[src/rtl/jk_bank_arbiter.sv]
// jk_bank_arbiter
// ---------------------------------------------------------------------------
// Round-robin arbiter that shares one WIDTH-bit bank of master-slave JK
// flip-flops between NREQ requesters. Each transaction takes four cycles:
//   IDLE   : pick a winner (round robin starting at ptr) and latch its J/K.
//   APPLY  : drive the latched J/K onto the bank for one cycle, pulse gnt[w].
//   SETTLE : drive J=K=0 so the bank holds while master/slave transfer ends.
//   REPORT : pulse done[w] with rdata = bank q captured on entry to REPORT.
//
// Handshake: req[i] is a level request. It is sampled only in IDLE. Once a
// requester is granted, the transaction always runs to completion and done[i]
// pulses even if req[i] drops. The requester should lower req[i] after its
// done pulse, otherwise it simply requests again.
//
// Ports
//   clk       : clock, all state changes on the rising edge
//   rst       : synchronous active-high reset
//   req       : [NREQ] per-requester request levels
//   cmd_j     : [NREQ*WIDTH] J vectors, requester i at [i*WIDTH +: WIDTH]
//   cmd_k     : [NREQ*WIDTH] K vectors, same packing as cmd_j
//   q_in      : [WIDTH] current q of the JK bank
//   j_out     : [WIDTH] J lines to the bank
//   k_out     : [WIDTH] K lines to the bank
//   gnt       : [NREQ] one-hot pulse during the winner's APPLY cycle
//   done      : [NREQ] one-hot pulse during the winner's REPORT cycle
//   rdata     : [WIDTH] bank q returned to the winner, held until next done
//   busy      : high in every state except IDLE
//   state_dbg : [2] current FSM state (IDLE=0, APPLY=1, SETTLE=2, REPORT=3)
// ---------------------------------------------------------------------------
module jk_bank_arbiter #(
   parameter int WIDTH = 8,
   parameter int NREQ  = 4
) (
   input  logic                    clk,
   input  logic                    rst,
   input  logic [NREQ-1:0]         req,
   input  logic [NREQ*WIDTH-1:0]   cmd_j,
   input  logic [NREQ*WIDTH-1:0]   cmd_k,
   input  logic [WIDTH-1:0]        q_in,
   output logic [WIDTH-1:0]        j_out,
   output logic [WIDTH-1:0]        k_out,
   output logic [NREQ-1:0]         gnt,
   output logic [NREQ-1:0]         done,
   output logic [WIDTH-1:0]        rdata,
   output logic                    busy,
   output logic [1:0]              state_dbg
);

   localparam int PTR_W = (NREQ > 1) ? $clog2(NREQ) : 1;

   localparam logic [1:0] ST_IDLE   = 2'd0;
   localparam logic [1:0] ST_APPLY  = 2'd1;
   localparam logic [1:0] ST_SETTLE = 2'd2;
   localparam logic [1:0] ST_REPORT = 2'd3;

   localparam logic [NREQ-1:0]  ONE_HOT0 = {{(NREQ-1){1'b0}}, 1'b1};
   localparam logic [PTR_W-1:0] LAST_IDX = PTR_W'(NREQ - 1);

   logic [1:0]        state;
   logic [PTR_W-1:0]  ptr;
   logic [PTR_W-1:0]  win_q;

   // Combinational winner search and command slice selection.
   logic              any_req;
   logic [PTR_W-1:0]  win_c;
   logic [WIDTH-1:0]  sel_j;
   logic [WIDTH-1:0]  sel_k;

   // First asserted request scanning ptr, ptr+1, ... wrapping at NREQ.
   always_comb begin
      int               idx;
      logic [PTR_W-1:0] idx_b;
      any_req = 1'b0;
      win_c   = '0;
      idx     = 0;
      idx_b   = '0;
      for (int i = 0; i < NREQ; i++) begin
         idx = int'(ptr) + i;
         if (idx >= NREQ) begin
            idx = idx - NREQ;
         end
         idx_b = PTR_W'(idx);
         if (!any_req && req[idx_b]) begin
            any_req = 1'b1;
            win_c   = idx_b;
         end
      end
   end

   // Mux the winning requester's J/K slice.
   always_comb begin
      sel_j = '0;
      sel_k = '0;
      for (int i = 0; i < NREQ; i++) begin
         if (win_c == PTR_W'(i)) begin
            sel_j = cmd_j[i*WIDTH +: WIDTH];
            sel_k = cmd_k[i*WIDTH +: WIDTH];
         end
      end
   end

   // All outputs are registered; each state sets up the outputs of the next.
   // The J/K registers themselves serve as the command latch, so later
   // changes on cmd_* cannot reach the bank for the current transaction.
   always_ff @(posedge clk) begin
      if (rst) begin
         state <= ST_IDLE;
         ptr   <= '0;
         win_q <= '0;
         j_out <= '0;
         k_out <= '0;
         gnt   <= '0;
         done  <= '0;
         rdata <= '0;
         busy  <= 1'b0;
      end else begin
         case (state)
            ST_IDLE: begin
               done <= '0;
               if (any_req) begin
                  state <= ST_APPLY;
                  win_q <= win_c;
                  j_out <= sel_j;
                  k_out <= sel_k;
                  gnt   <= ONE_HOT0 << win_c;
                  busy  <= 1'b1;
               end else begin
                  j_out <= '0;
                  k_out <= '0;
                  gnt   <= '0;
                  busy  <= 1'b0;
               end
            end

            ST_APPLY: begin
               // Bank captures J/K on this edge; hold it afterwards.
               state <= ST_SETTLE;
               j_out <= '0;
               k_out <= '0;
               gnt   <= '0;
            end

            ST_SETTLE: begin
               // q_in now reflects the applied command.
               state <= ST_REPORT;
               rdata <= q_in;
               done  <= ONE_HOT0 << win_q;
               ptr   <= (win_q == LAST_IDX) ? '0 : win_q + 1'b1;
            end

            ST_REPORT: begin
               state <= ST_IDLE;
               done  <= '0;
               busy  <= 1'b0;
            end

            default: begin
               state <= ST_IDLE;
               j_out <= '0;
               k_out <= '0;
               gnt   <= '0;
               done  <= '0;
               busy  <= 1'b0;
            end
         endcase
      end
   end

   assign state_dbg = state;

endmodule

[config.mk]
export PLATFORM = sky130hd
export DESIGN_NAME = jk_bank_arbiter
export DESIGN_NICKNAME = d
export VERILOG_FILES = /design/src/rtl/jk_bank_arbiter.sv
export SDC_FILE = /design/constraint.sdc
export NUM_CORES = 1
export LEC_CHECK = 0
export CORE_MARGIN = 2
export CORE_UTILIZATION = 37
export CTS_CLUSTER_SIZE = 16
export DETAILED_ROUTE_END_ITERATION = 16
export GPL_TIMING_DRIVEN = 0
export HOLD_SLACK_MARGIN = 0.08
export PLACE_DENSITY_LB_ADDON = 0.3
export SLEW_MARGIN = 5
export SYNTH_ARGS = -nofsm -noshare
export SYNTH_HDL_FRONTEND = slang
export SYNTH_SLANG_ARGS = --single-unit
[constraint.sdc]
create_clock -name clk -period 1.7 [get_ports clk]
set_input_delay 0.17 -clock clk [delete_from_list [all_inputs] [get_ports clk]]
set_output_delay 0.17 -clock clk [all_outputs]
set_load 0.01 [all_outputs]
==> out/qor.yml <==
routing:
  post_drt_wl_per_cell_um: 15.9
  drtAntennaViolNets: 0
  post-route-drc-count: 0
  detail_route.iter0.violations: 95
  via_per_inst: 5.33
  wl_um: 7560
  vias: 2533
  drt_pass1_iterations: 4
setup_path:
  r2r-start: "state_dbg[1]$_SDFFE_PP0P_"
  crit_type: "reg -> reg"
  critPathSlowestCell: "dfxtp_4"
  critPathLaunchType: "flop"
  cp-end-kind: "flop"
  cp_max_fo: 8
  r2r-end: "j_out[2]$_SDFFE_PP0P_"
  rrSetupSlack_ns: 0.01
  path_cells: "inv_4 > ha_4 > o41ai_4 > nor2_4 > buf_6 > o31ai_1 > a221o_1 > a41oi_2"
  cp.required_ns: 1.93
  cpPeakStageDelay_ns: 0.37
  r2r.worst_path.cells: 8
  worstPathArrival_ns: 1.91
yosys:
  synthTopCellsByArea: "dfxtp_1, nand2_1, mux2i_1"
  muxShareOfSynthArea_pct: 5.21
  avgSynthCellArea_um2: 8.48
  yosysSeqAreaShare_pct: 33.9
  synth_area_um2: 2310
  synth_xor_area_share_pct: 0
  synth_seq_cells: 39
  yosysWarnings: 0
  synth_compound_area_share_pct: 29.4
  synth_edf_count: 0
  netlist_instances: 272
  synth_area_leader_cell: "dfxtp_1"
  synth_cell_type_count: 42
  synth_top_area_share_pct: 33.9
  async_reset_ff_share_pct: 0
  synth-main-ff-cell: "dfxtp_1"
  synth_most_common_cell: "dfxtp_1"
  syn-num-nets: 359
  yosys.area_share.simple_pct: 19.1
  synth_top_family_by_area: "compound AO/OA/AOI/OAI gates"
  yosys-top-cells-count: "dfxtp_1, nand2_1, nor2_1"
  synthAdderAreaFrac_pct: 4.88
timing:
  setup_viol: 0
  hold_ws_ns: 0.184
  max_freq_mhz: 593
  maxSlewViolCount: 0
  rsz0062_at_grt: "yes"
  finClkSkew_ns: 0.0127
  tightest_slew_ns: 0.582
  min_period_over_period_pct: 99.2
  maxSlewHeadroom_pct: 60.8
  finalHoldViolations: 0
  period_minus_slack_ns: 1.69
min_path:
  holdPathEnd: "k_out[2]$_SDFFE_PP0P_"
  holdCritStartpoint: "rst"
  hp-class: "in -> reg"
  whs_path_depth: 3
floorplanning:
  ioPinCount: 113
  core_um2: 5960
  start_util_pct: 38.7
  row_count: 28
  die_height_um: 82.9
  die_w_um: 82.9
  dieArea_um2: 6880
grt:
  antenna_found_initial: 0
  grt_usage_pct: 21.4
  grt_pass1_wl_um: 12200
  grt_pass1_vias: 2491
  grt.overflow.total: 0
  grt_max_degree: 14
placed_design:
  dp_hpwl_um: 5440
  io_buffer_count: 108
  dp_cells: 455
  gp_congestion: 0.848
  dpl_cell_area_um2: 3510
final_layout:
  drive_above_1_share_pct: 17.5
  multi_input_area_um2: 1450
  fin_area_um2: 3820
  seqCellArea_um2: 788
  area_delta_synth_final_pct: 65.8
  final_nets: 486
  nFillCells: 527
  diodes: 0
  final_cells: 475
clock_network:
  clock-root-buffer: "clkbuf_8"
  cts_buffer_depth: 2
  htree_levels: 2
  cts_made_buffers: 5
  clk_latency_ns: 0.29
  cts_tree: "yes"
  clk_pin_slew_worst_paths_ns: 0.08
  clock-sinks: 39
pwr:
  cellPowerDensity_nw_per_um2: 1210
  cellLeakagePower_uw: 0.00140
  vdd_ir_drop_max_v: 0.000614
  power_uw: 4640
job:
  maxCapViolations: 0
status:
  status: "finished clean"
-- through the flow --
stage          util [%]  TNS (ns)  setup WS (ns)
3_5_place_dp       59.0     -5.66         -0.346
2_1_floorplan         -         0         0.0138
5_1_grt            64.2    -0.579        -0.0630
4_1_cts            62.0         0      0.0000997
3_3_place_gp       59.0     -5.44         -0.328
6_report           64.2         0         0.0139
-- how the worst max path moves through the flow --
stage                                    from                    end  depth (start not counted)
floorplan           state_dbg[0]$_SDFFE_PP0P_  j_out[0]$_SDFFE_PP0P_                          9
global placement                       req[2]  j_out[0]$_SDFFE_PP0P_                          7
detailed placement                     req[2]  j_out[4]$_SDFFE_PP0P_                          7
CTS                       ptr[1]$_SDFFE_PP0P_  k_out[7]$_SDFFE_PP0P_                          7
global route        state_dbg[1]$_SDFFE_PP0P_  j_out[4]$_SDFFE_PP0P_                          8
finish              state_dbg[1]$_SDFFE_PP0P_  j_out[2]$_SDFFE_PP0P_                          8
-- what timing repair did --
item	CTS	global route
cloned	0	1
setup buffers	6	6
resized for setup	8	21
endpoints found under the setup margin	16	20
pin swaps	5	10
hold buffers	0	0
-- state kept, by name (all words and copies together), names as in the netlist --
signal	cells
k_out	8
rdata	8
state_dbg	2
done	4
win_q	2
ptr	2
j_out	8
busy	1
gnt	4
-- report_power, final --
part | internal, uW | switching, uW | leakage [uW] | total [uW]
Clock | 483 | 346 | 0.0000618 | 829
Sequential | 1130 | 156 | 0.000320 | 1280
Combinational | 1330 | 1200 | 0.00102 | 2530
-- layout by cell type (no fill, tap or decap), types with 7 or more instances in the layout --
cell type,count
clkdlybuf4s50_1,107
nand2_1,38
dfxtp_1,37
nor2_1,28
a21oi_1,21
buf_4,16
mux2i_1,12
o31ai_1,11
nor3_1,11
a221o_1,10
buf_6,8
nor2b_1,8
clkbuf_8,7
o21ai_0,7
ha_1,7
-- layout make-up --
| class | instances | area share, % |
|---|---|---|
| Clock inverter | 2 | 1.01 |
| Tap cell | 75 | 2.45 |
| Multi-Input combinational cell | 205 | 37.9 |
| Timing Repair Buffer | 121 | 30.8 |
| Sequential cell | 39 | 20.6 |
| Inverter | 6 | 0.720 |
| Buffer | 21 | 4.35 |
| Clock buffer | 6 | 2.16 |
-- routing by layer --
layer	vias up	global-route usage, %	share of wire [%]
met1	1192	27.0	45
li1	1253	-	-
met3	8	5.27	5.7
met4	0	4.02	0.79
met5	-	0	0
met2	80	37.2	49
-- worst max-delay path: cells and delay by family, from the launching register on --
kind            cells  cell delay [ns]
buf+inv             2             0.23
fa+ha+maj           1             0.19
flops               1             0.37
compound gates      4             0.67
simple gates        1             0.15
-- cell families after synthesis --
family,Yosys count
adder cells (fa/ha/maj),9
multiplexers,12
flip-flops,39
AO/OA/AOI/OAI,88
AND/OR/NAND/NOR,96
buffers and inverters,28
Power figures use the tool's default switching activity.
==> RTL edit 1: new RTL, same settings <==
The parameter `WIDTH` goes from 8 to 9.
--- a/src/rtl/jk_bank_arbiter.sv
+++ b/src/rtl/jk_bank_arbiter.sv
@@ -29,5 +29,5 @@
 // ---------------------------------------------------------------------------
 module jk_bank_arbiter #(
-   parameter int WIDTH = 8,
+   parameter int WIDTH = 9,
    parameter int NREQ  = 4
 ) (
Interface: changed (6 resized); port bits go from 113 to 125. The function was not compared with the original's and may differ.
==> RTL edit 1 against the original RTL <==
Design area rose by 9.2%; clock power fell by 4.0%; cell count rose by 5.1%; critical endpoint is now j_out[7]; sequential cell count rose by 3; synthesized cell count rose by 2.2%; worst setup slack improved by 0.00094 ns; die area rose by 5.3%; critical path type unchanged; power fell by 0.33%; sequential power rose by 9%; synthesized area rose by 5.6%; routed wire length rose by 9.8%; non-clock buffer count rose by 17.
==> RTL edit 1: results (changes against the original RTL) <==
Leak Pwr 0.00159 uW (+14%); P_sw 1680 uW (-1.2%); drt via density 5.40 (+1.2%); Critical Path Fanout Max 6 (-2); crit path max-delay cell type dfxtp_2; status complete, no violations; # port buffers 121 (+12%); first-pass GRT wire length 12.8 mm (+4.7%); final net count 517 (+6.4%); Multi-input gate area 1540 sq um (+6.5%); Worst slew margin 0.697 (+0.0890); DP Area 3750 sq um (+6.8%); Mapped Avg Cell Area 8.76 sq um (+3.3%); Synth Net Count 374 (+4.2%); WHS Path Cells 4 (+1); R2R Path End j_out[7]; Synth Area in Compound Gates 0.267 (-0.0268); DP Cell Count 476 (+4.6%); drt first-iter violations 121 (+27%); Yosys cell types 41 (-2.4%); Worst Setup SP ptr[1]; final cell count without fillers 499 (+5.1%); Setup WS pre-CTS -0.458 ns (-0.113 ns); critical path data arrival time 1.88 ns (-0.03 ns); routability congestion estimate 0.829 (-2.3%); highest cell delay on the worst timing path 0.34 ns (-0.03 ns); list of most frequent post-synthesis cells dfxtp_1 (42), nor2_1 (38), mux2i_1 (24), nand2_1 (22), a21oi_1 (18); Final Cycle Share 0.991 (about the same); post-DR wirelength/cell 16.6 um (+4.5%); Top Registers j_out (9), k_out (9), rdata (9); Peak supply drop 1020 uV (+66%); adder-cell share of the synthesized area 0.0462 (-0.00258); HPWL Detailed 5.86 mm (+7.6%); proportion of synthesized area in mux cells 0.103 (+0.0512)
==> RTL edit 1: cell count changes in the layout (fill, tap and decap cells not counted), sizes merged, moves of 9 or more <==
| cell | unedited run | this run |
|---|---|---|
| o31ai | 14 | 0 |
| clkdlybuf4s50 | 107 | 120 |
| a221o | 10 | 0 |
| nand2 | 38 | 22 |
| a41oi | 10 | 0 |
| mux2i | 12 | 24 |
| o221ai | 2 | 11 |
==> RTL edit 1: metal layers <==
| layer | share of wire | global-route usage |
|---|---|---|
| met3 | 0.089 | 0.0554 |
| met2 | 0.48 | 0.382 |
| met5 | 0 | 0 |
| met4 | 0.0094 | 0.0577 |
| met1 | 0.42 | 0.269 |
==> RTL edit 1: final cells by class <==
cell class	count	share of cell area
plain buffers	22	0.0441
inverters	8	0.00719
repair buffers	137	0.327
clock inverters	3	0.00959
flip-flops and latches	42	0.203
clock buffers	5	0.0165
well taps	77	0.0231
multi-input cells	205	0.369
==> RTL edit 1: repair_timing <==
| action | CTS | global route |
|---|---|---|
| gates resized for setup | 16 | 42 |
| setup buffers | 6 | 8 |
| gates cloned | 1 | 1 |
| hold buffers | 0 | 0 |
| pin swaps | 2 | 14 |
| setup endpoints to repair | 33 | 17 |
==> RTL edit 1: how the worst min path moves through the flow <==
stage / endpoint / slack [ns] / start
after floorplan: rdata[0] / 0.32 / q_in[0]
after global placement: rdata[1] / 0.47 / rdata[1]
after detailed placement: gnt[3] / 0.49 / gnt[3]
after CTS: state_dbg[1] / 0.23 / req[2]
after global routing: state_dbg[1] / 0.29 / req[2]
final: state_dbg[1] / 0.28 / req[2]
==> RTL edit 1: worst reg2reg max path, delay by kind of cell (launching register included) <==
kind | cells | cell delay, ns
flip-flops | 1 | 0.34
multiplexers | 1 | 0.25
buffers and inverters | 3 | 0.38
AO/OA/AOI/OAI | 4 | 0.61
==> RTL edit 2: new RTL, config.mk and constraints unchanged <==
Made on the original files. Put one more register stage on the output `state_dbg`, cleared by the reset. The value now appears one clock later. The other outputs are not delayed to match.
--- a/src/rtl/jk_bank_arbiter.sv
+++ b/src/rtl/jk_bank_arbiter.sv
@@ -167,5 +167,11 @@
    end
 
-   assign state_dbg = state;
+   always_ff @(posedge clk) begin
+      if (rst) begin
+         state_dbg <= '0;
+      end else begin
+         state_dbg <= state;
+      end
+   end
 
 endmodule
Check against the original RTL: not equivalent (a bounded check fails within 4 cycles, from zero or initial values and one cycle with rst high).
==> RTL edit 2 against the original RTL <==
The run now ends with negative setup slack left; sequential cell count rose by 2; cell count fell by 0.84%; synthesized cell count decreased by 3.3%; routed wire length fell by 0.11%; synthesized area decreased by 0.22%; largest cell class unchanged; largest power group unchanged; first-iteration DRC count rose by 31%; power is 2.9% lower; worst setup slack lost 0.061 ns; design area increased by 2.8%.
==> RTL edit 2: results (changes against the original RTL) <==
routability congestion estimate 0.840 (-1.0%); met2 wire len 3.66 mm (-0.81%); drt pass-1 iters 4 (unchanged); CTS max path bufs 2 (unchanged); Worst path top cell family by delay compound AO/OA/AOI/OAI gates; Top Registers j_out (8), k_out (8), rdata (8); overall routing resource usage 0.207 (-0.00688); status finished, violations left; initial antenna violation count 0 (unchanged); H-tree depth 2 (unchanged); residual DRC count 0 (unchanged); largest net degree at the start of global routing 12 (-2); Critical Path Fanout Max 6 (-2); failing checks negative setup slack; drt first-iter violations 124 (+31%); # port buffers 109 (+0.93%); vias in the first global route 2497 (+0.24%); DR top layer met4; Ant. Diodes 0 (unchanged); clk root buf clkbuf_8; Synth Net Count 350 (-2.5%); Filler Cell Count 494 (-6.3%); crit path max-delay cell type dfxtp_2; Peak supply drop 477 uV (-22%); ys async rst share 0 (unchanged); first-pass GRT wire length 11.8 mm (-3.9%); Leak Pwr 0.00147 uW (+5.2%); Met1 Wirelength 3.29 mm (-2.9%); HPWL Detailed 5.18 mm (-4.7%); worst min path class primary input to register; highest cell delay on the worst timing path 0.34 ns (-0.03 ns); sequential area share after synthesis 0.357 (+0.0181); Final WS setup -0.0467 ns (-0.0606 ns); clock transition at the registers of the reported paths 0.08 ns (about the same); wire length on met3 480 um (+12%); Total Wirelength 7.55 mm (-0.11%); Post-synth EDFFs 0 (unchanged); drt via density 5.31 (-0.35%); final net count 484 (-0.41%); Setup Skew 0.00567 ns (-0.00704 ns); Synth warnings 0 (unchanged); clock latency on the worst-skew pair 0.29 ns (about the same); worst slew pin tran 0.618 ns (+0.0359 ns); TritonCTS Buffers 5 (unchanged); final setup fails 16 (+16); share of cells above drive strength 1 0.202 (+0.0270); list of most frequent post-synthesis cells dfxtp_1 (41), nor2_1 (30), a21oi_1 (22), a31oi_1 (22), mux2i_1 (18); critical path data arrival time 1.94 ns (+0.03 ns); Yosys cell types 39 (-7.1%); leading post-synthesis cells by cell area dfxtp_1 (36%), mux2i_1 (7.8%), a31oi_1 (6.0%), ha_1 (4.9%), nor2_1 (4.9%)
## RTL edit 2: cell count changes after synthesis, sizes merged, moves of 8 or more
| cell | before | now |
|---|---|---|
| a221o | 10 | 1 |
| nand2 | 38 | 10 |
| a31oi | 2 | 22 |
| o31ai | 14 | 0 |
| a41oi | 10 | 0 |
| o21ai | 10 | 2 |
## RTL edit 2: routing by layer
layer / vias up / GRT usage
met1: 1147 / 0.251
met5: - / 0
li1: 1229 / -
met2: 110 / 0.360
met4: 0 / 0.0626
met3: 17 / 0.0517
## RTL edit 2: kinds of logic (layout without fill, tap and decap cells)
| logic type | Yosys count | count (layout) | share of synthesized area |
|---|---|---|---|
| buffers and inverters | 26 | 159 | 0.0723 |
| multiplexers | 19 | 19 | 0.0832 |
| adder cells (fa/ha/maj) | 9 | 9 | 0.0489 |
| AO/OA/AOI/OAI | 87 | 87 | 0.268 |
| AND/OR/NAND/NOR | 81 | 81 | 0.171 |
| flip-flops | 41 | 41 | 0.357 |
## RTL edit 2: worst reg2reg max path: stages (launching register included)
cell and delay, ns:
dfxtp_2 0.34, inv_4 0.06, buf_4 0.13, ha_4 0.17
o41ai_4 0.12, nor2_4 0.14, a21boi_4 0.20, buf_6 0.15
a31oi_1 0.05, o32ai_1 0.31
## RTL edit 2: worst paths after layout
kind | startpoint | endpoint | slack [ns] | depth (start not counted)
worst max-delay path | state[1] | k_out[0] | -0.05 | 9
worst min-delay path | rst | state[1] | 0.13 | 2
worst max register to register | state[1] | k_out[0] | -0.05 | 9
worst min register to register | gnt[1] | gnt[1] | 0.47 | 2
## RTL edit 2: cell type report
class                   instances  area, sq um  area share
multi-input cells             196         1530       0.388
inverters                       6         25.0     0.00637
plain buffers                  19          158      0.0401
repair buffers                128         1230       0.313
flip-flops and latches         41          826       0.210
clock inverters                 1         5.00     0.00127
clock buffers                   5         68.8      0.0175
well taps                      75         93.8      0.0239
## RTL edit 2: report_power, final
part,switching [uW],leakage [uW],internal (uW)
Clock,323,0.0000399,270
Combinational,1220,0.00110,1330
Sequential,156,0.000337,1210
Total,1700,0.00147,2810
## RTL edit 2: what timing repair did
action                     in CTS  in global routing
setup buffers                  13                  4
gates resized for setup        35                 18
pin swaps                      17                  6
setup endpoints to repair      32                 19
cloned                          2                  0
## RTL edit 2: metrics by stage
stage               instances  TNS, ns  setup slack [ns]  cell area (sq um)  power, uW
floorplan                 263        0           0.00414               2320       2620
global placement          447   -10.66            -0.583               3510       3460
detailed placement        447   -11.57            -0.630               3510       3490
CTS                       468   -0.141           -0.0371               3820       4370
global route              471    -1.82            -0.159               3930       4770
finish                    471   -0.459           -0.0467               3930       4510
